## src/rtl/scan_shift_engine.sv

```systemverilog
// scan_shift_engine: one request = capture, serial shift and latch
// of a single slot in the scanchain.
module scan_shift_engine #(
  parameter int NUM_DESIGNS      = 5,
  parameter int NUM_IOS          = 8,
  parameter int SCAN_HALF_PERIOD = 2
) (
  input  logic               clk,
  input  logic               reset_n,
  input  logic               start,
  input  logic [8:0]         active_select,
  input  logic [NUM_IOS-1:0] inputs,
  output logic [NUM_IOS-1:0] outputs,
  output logic               ready,
  output logic               err,
  output logic               busy,
  output logic               scan_clk_out,
  output logic               scan_data_out,
  output logic               scan_select,
  output logic               scan_latch_en,
  input  logic               scan_clk_in,
  input  logic               scan_data_in
);
  localparam int TOTAL = NUM_DESIGNS * NUM_IOS;
  localparam int BW = (TOTAL > 1) ? $clog2(TOTAL) : 1;
  localparam int PW =
    (SCAN_HALF_PERIOD > 1) ? $clog2(SCAN_HALF_PERIOD) : 1;
  localparam int IW = (NUM_IOS > 1) ? $clog2(NUM_IOS) : 1;
  localparam logic [BW-1:0] BIT_LAST = BW'(TOTAL - 1);
  localparam logic [PW-1:0] PH_LAST = PW'(SCAN_HALF_PERIOD - 1);

  typedef enum logic [2:0] {
    S_IDLE,
    S_CAPTURE,
    S_SHIFT,
    S_LATCH,
    S_DONE
  } state_e;

  state_e             state_q, state_d;
  logic [PW-1:0]      phase_q, phase_d;
  logic               half_q, half_d;
  logic [BW-1:0]      bit_q, bit_d;
  logic [8:0]         sel_q, sel_d;
  logic [NUM_IOS-1:0] in_q, in_d;
  logic [NUM_IOS-1:0] cap_q, cap_d;
  logic [NUM_IOS-1:0] out_q, out_d;
  logic               err_q, err_d;

  logic               period_end;
  logic               rx_strobe;
  logic               hit;
  logic [31:0]        base_w;
  logic [31:0]        off_w;
  logic [IW-1:0]      bidx;
  logic               unused_clk_in;

  assign unused_clk_in = scan_clk_in;
  assign outputs = out_q;

  // Target bit b is on the wire at shift index TOTAL-1-k*NUM_IOS-b.
  always_comb begin
    base_w = 32'(TOTAL - 1) - 32'(sel_q) * 32'(NUM_IOS);
    off_w  = base_w - 32'(bit_q);
    hit    = (state_q == S_SHIFT)
           && (32'(bit_q) <= base_w)
           && (off_w < 32'(NUM_IOS));
    bidx   = off_w[IW-1:0];
  end

  assign period_end = half_q && (phase_q == PH_LAST);
  assign rx_strobe  = hit && !half_q && (phase_q == PH_LAST);

  always_comb begin
    state_d       = state_q;
    phase_d       = phase_q;
    half_d        = half_q;
    bit_d         = bit_q;
    sel_d         = sel_q;
    in_d          = in_q;
    cap_d         = cap_q;
    out_d         = out_q;
    err_d         = err_q;
    busy          = (state_q != S_IDLE);
    ready         = 1'b0;
    err           = 1'b0;
    scan_clk_out  = 1'b0;
    scan_data_out = 1'b0;
    scan_select   = 1'b0;
    scan_latch_en = 1'b0;

    if (state_q inside {S_CAPTURE, S_SHIFT, S_LATCH}) begin
      if (phase_q == PH_LAST) begin
        phase_d = '0;
        half_d  = !half_q;
      end else begin
        phase_d = phase_q + PW'(1);
      end
    end

    if (rx_strobe) cap_d[bidx] = scan_data_in;

    unique case (state_q)
      S_IDLE: begin
        if (start) begin
          sel_d   = active_select;
          in_d    = inputs;
          phase_d = '0;
          half_d  = 1'b0;
          bit_d   = '0;
          if (32'(active_select) >= 32'(NUM_DESIGNS)) begin
            err_d   = 1'b1;
            state_d = S_DONE;
          end else begin
            err_d   = 1'b0;
            state_d = S_CAPTURE;
          end
        end
      end
      S_CAPTURE: begin
        scan_select  = 1'b1;
        scan_clk_out = half_q;
        if (period_end) state_d = S_SHIFT;
      end
      S_SHIFT: begin
        scan_clk_out  = half_q;
        scan_data_out = hit && in_q[bidx];
        if (period_end) begin
          if (bit_q == BIT_LAST) state_d = S_LATCH;
          else bit_d = bit_q + BW'(1);
        end
      end
      S_LATCH: begin
        scan_latch_en = 1'b1;
        if (period_end) begin
          state_d = S_DONE;
          out_d   = cap_q;
        end
      end
      S_DONE: begin
        ready   = 1'b1;
        err     = err_q;
        state_d = S_IDLE;
      end
      default: state_d = S_IDLE;
    endcase
  end

  always_ff @(posedge clk or negedge reset_n) begin
    if (!reset_n) begin
      state_q <= S_IDLE;
      phase_q <= '0;
      half_q  <= 1'b0;
      bit_q   <= '0;
      sel_q   <= '0;
      in_q    <= '0;
      cap_q   <= '0;
      out_q   <= '0;
      err_q   <= 1'b0;
    end else begin
      state_q <= state_d;
      phase_q <= phase_d;
      half_q  <= half_d;
      bit_q   <= bit_d;
      sel_q   <= sel_d;
      in_q    <= in_d;
      cap_q   <= cap_d;
      out_q   <= out_d;
      err_q   <= err_d;
    end
  end

endmodule

```

## config.mk

```make
export PLATFORM = sky130hd
export DESIGN_NAME = scan_shift_engine
export DESIGN_NICKNAME = d
export VERILOG_FILES = /design/src/rtl/scan_shift_engine.sv
export SDC_FILE = /design/constraint.sdc
export NUM_CORES = 1
export LEC_CHECK = 0
export CAP_MARGIN = 0
export CORE_AREA = 2 2 66 92
export DETAILED_ROUTE_END_ITERATION = 12
export DIE_AREA = 0 0 68 94
export DONT_BUFFER_PORTS = 1
export PLACE_DENSITY_LB_ADDON = 0.08
export SYNTH_ARGS = -nofsm -noshare
export SYNTH_HDL_FRONTEND = slang
export SYNTH_SLANG_ARGS = --single-unit
```

## constraint.sdc

```tcl
create_clock -name clk -period 8.7 [get_ports clk]
set_clock_uncertainty 0.15 [all_clocks]
set_input_delay 1.74 -clock clk [delete_from_list [all_inputs] [get_ports clk]]
set_output_delay 1.74 -clock clk [all_outputs]
set_load 0.05 [all_outputs]
```

==> results.json <==
{
  "final.setup.tns_ns": 0,
  "postCtsResizedCells": 0,
  "synth.ff_latch_count": 45,
  "cts.htree.levels": 2,
  "mappedNetlistNets": 263,
  "detailroute.via_count": 1689,
  "post_drt_wl_per_cell_um": 15.79,
  "tritoncts": "yes",
  "coreArea_mm2": 0.005525,
  "synth-async-reset-ratio_pct": 100.0,
  "fillers": 545,
  "die-area_mm2": 0.006392,
  "critPathKind": "reg -> out",
  "cp-start-kind": "flop",
  "cell_with_the_largest_stage_delay_on_the_worst_path": "sky130_fd_sc_hd__fa_1",
  "setup_violations": 0,
  "detail_route.vias_per_cell": 5.649,
  "utilization_pct": 46.44,
  "yosysWarnings": 0,
  "postLayoutSetupSlackWorst_ns": 3.838,
  "wire_length_of_the_first_global_routing_pass_mm": 8.148,
  "overflow": 0,
  "clockRootBuffer": "sky130_fd_sc_hd__clkbuf_8",
  "worstMarginPinSlew_ns": 0.8878,
  "vdd_ir_drop_max_mv": 0.06281,
  "synthCells": 232,
  "finalWirelength_mm": 4.720,
  "synthFlopType": "sky130_fd_sc_hd__dfrtp_1",
  "post_synth_most_frequent_cells": "45 x sky130_fd_sc_hd__dfrtp_1, 25 x sky130_fd_sc_hd__mux2_2, 22 x sky130_fd_sc_hd__nor2_1",
  "grt_max_degree": 46,
  "outcome": "completed",
  "place.gp.congestion": 0.8759,
  "worstSkewPairLatency_ns": 0.30,
  "synth_edf_count": 0,
  "number_of_buffers_on_the_longest_clock_path": 2,
  "holdCritPathClass": "reg -> reg",
  "die_x_um": 68,
  "cts-hold-fix-buffers": 0,
  "drt_iter0_drc": 78,
  "cp_max_fo": 3,
  "rsz0062_at_grt": "no",
  "number_of_antenna_violations_at_the_first_check_in_global_routing": 0,
  "final_antenna_net_count": 0,
  "timing.critical_path.arrival_ns": 2.97,
  "grt_pass1_vias": 1765,
  "cp_data_required_time_ns": 6.81,
  "p_total_uw": 419.9,
  "post_synth_instance_area_mm2": 0.002427,
  "internal_reg_to_reg_setup_slack_ns": 5.63,
  "yosys.cell_types.count": 48,
  "first_pass_iters": 4,
  "netlist.area_leader.share_pct": 46.39,
  "sequential_element_share_of_the_synthesized_area_pct": 46.39,
  "flow.area_growth_from_synthesis_pct": 5.722,
  "postSynthAreaPerCell_um2": 10.46,
  "finalCritPeriodShare_pct": 55.88,
  "io_pins": 37,
  "path_cells": "inv_1 > ha_1 > fa_1 > nor4b_1 > nand3_1 > nor3_1 > o211ai_1 > nor4b_2 > buf_4",
  "cts_setup_buffers": 0,
  "max-cap-violations": 0,
  "placement.io_buffers": 0,
  "hpwl_mm": 3.612,
  "power.density_cell_area_mw_per_mm2": 163.6,
  "placed_cells": 293,
  "grtUsageTotal_pct": 16.81,
  "instances_no_fill": 299,
  "fmaxAchievable_ghz": 0.2057,
  "critical_path.endpoint_type": "output pin",
  "synthMostInstantiatedCell": "sky130_fd_sc_hd__dfrtp_1",
  "die_y_um": 94,
  "synth_top_cell_by_area": "sky130_fd_sc_hd__dfrtp_1",
  "total_count_of_max_transition_violations_in_the_final_report": 0,
  "post_synth_main_area_contributors": "sky130_fd_sc_hd__dfrtp_1 46%, sky130_fd_sc_hd__mux2_2 12%, sky130_fd_sc_hd__ha_1 4.1%, sky130_fd_sc_hd__nor2_1 3.4%, sky130_fd_sc_hd__mux2_1 3.2%",
  "antennaDiodeCount": 0,
  "cts_inserted_buffers": 5,
  "worst_slack_placed_ns": 4.111,
  "fin_hold_viols": 0,
  "worst_slew_margin_rel_pct": 40.55,
  "critical-path-max-stage-delay_ns": 0.49,
  "post_route_cells_drive_above_1_share_pct": 18.18,
  "std_cell_rows": 32,
  "clk_pin_slew_ns": 0.08,
  "period_needed_ns": 4.862,
  "starting_density_pct": 43.93,
  "finish.net_count": 263,
  "static-leakage-power_nw": 1.106,
  "numClockSinks": 45,
  "drc": 0
}
[per-stage QoR]
step / instance area, um^2 / hold slack (ns)
after floorplan: 2427 / 0.3041
after global placement: 2492 / 0.3175
after detailed placement: 2492 / 0.3265
after CTS: 2566 / 0.3446
after global routing: 2566 / 0.3664
final: 2566 / 0.3383
[sequential cells by signal (all words and copies together) (netlist names)]
signal / flops
phase_q: 1
in_q: 8
sel_q: 9
bit_q: 6
err_q: 1
state_q: 3
half_q: 1
cap_q: 8
outputs: 8
[power breakdown]
group | internal, mW | switching [mW] | total (mW)
clock | 0.0529 | 0.0674 | 0.120
sequential | 0.222 | 0.0104 | 0.232
combinational | 0.0292 | 0.0379 | 0.0671
total | 0.304 | 0.116 | 0.420
[worst paths after layout]
kind	cells past startpoint	from	endpoint
worst min-delay path	1	cap_q[2]$_DFFE_PN0P_	cap_q[2]$_DFFE_PN0P_
worst max-delay path	9	sel_q[0]$_DFFE_PN0P_	scan_data_out
worst min register to register	1	cap_q[2]$_DFFE_PN0P_	cap_q[2]$_DFFE_PN0P_
min in group asynchronous	0	reset_n	sel_q[0]$_DFFE_PN0P_
max in group asynchronous	0	reset_n	state_q[0]$_DFFE_PN0P_
worst max register to register	9	sel_q[0]$_DFFE_PN0P_	cap_q[4]$_DFFE_PN0P_
[per-layer routing]
metal	wire [um]	track usage, %
met5	0	0
met4	139	7.333
met3	158	3.357
met2	2537	27.91
met1	1885	20.62
[cells in the final DEF, fill, tap and decap left out, types with 6 or more instances in the layout]
cell                      instances
sky130_fd_sc_hd__ha_1             8
sky130_fd_sc_hd__dfrtp_1         45
sky130_fd_sc_hd__nand2_1         21
sky130_fd_sc_hd__o21ai_0         11
sky130_fd_sc_hd__nor2_1          22
sky130_fd_sc_hd__nand3_1          9
sky130_fd_sc_hd__mux2_2          25
sky130_fd_sc_hd__mux2_1           7
sky130_fd_sc_hd__nor3_1           6
sky130_fd_sc_hd__a21oi_1          8
sky130_fd_sc_hd__inv_1            9
[logic make-up (layout without fill, tap and decap cells)]
logic type	after synthesis	count (layout)	synth area share (%)
AOI/OAI and AO/OA	32	32	7.990
buffers and inverters	18	17	3.299
DFF	45	45	46.39
muxes	33	33	15.26
adders and majority gates	9	9	4.949
and+or+nand+nor	89	89	19.95
xor gates and xnor gates	6	6	2.165
[cell type report]
type | instances | area (um^2) | area share (%)
Clock buffer | 5 | 68.82 | 2.682
Clock inverter | 1 | 5.005 | 0.1950
Inverter | 9 | 33.78 | 1.316
Multi-Input combinational cell | 169 | 1232 | 48.03
Sequential cell | 45 | 1126 | 43.88
Tap cell | 68 | 85.08 | 3.315
Timing Repair Buffer | 2 | 15.01 | 0.5851
[critical path: cells and delay by family (launching register included)]
family          cells  cell delay (ns)
compound gates      1             0.13
fa+ha+maj           2             0.83
buf+inv             2             0.34
flops               1             0.38
simple gates        4             0.99
No activity file was read; power rests on OpenSTA's default activity.
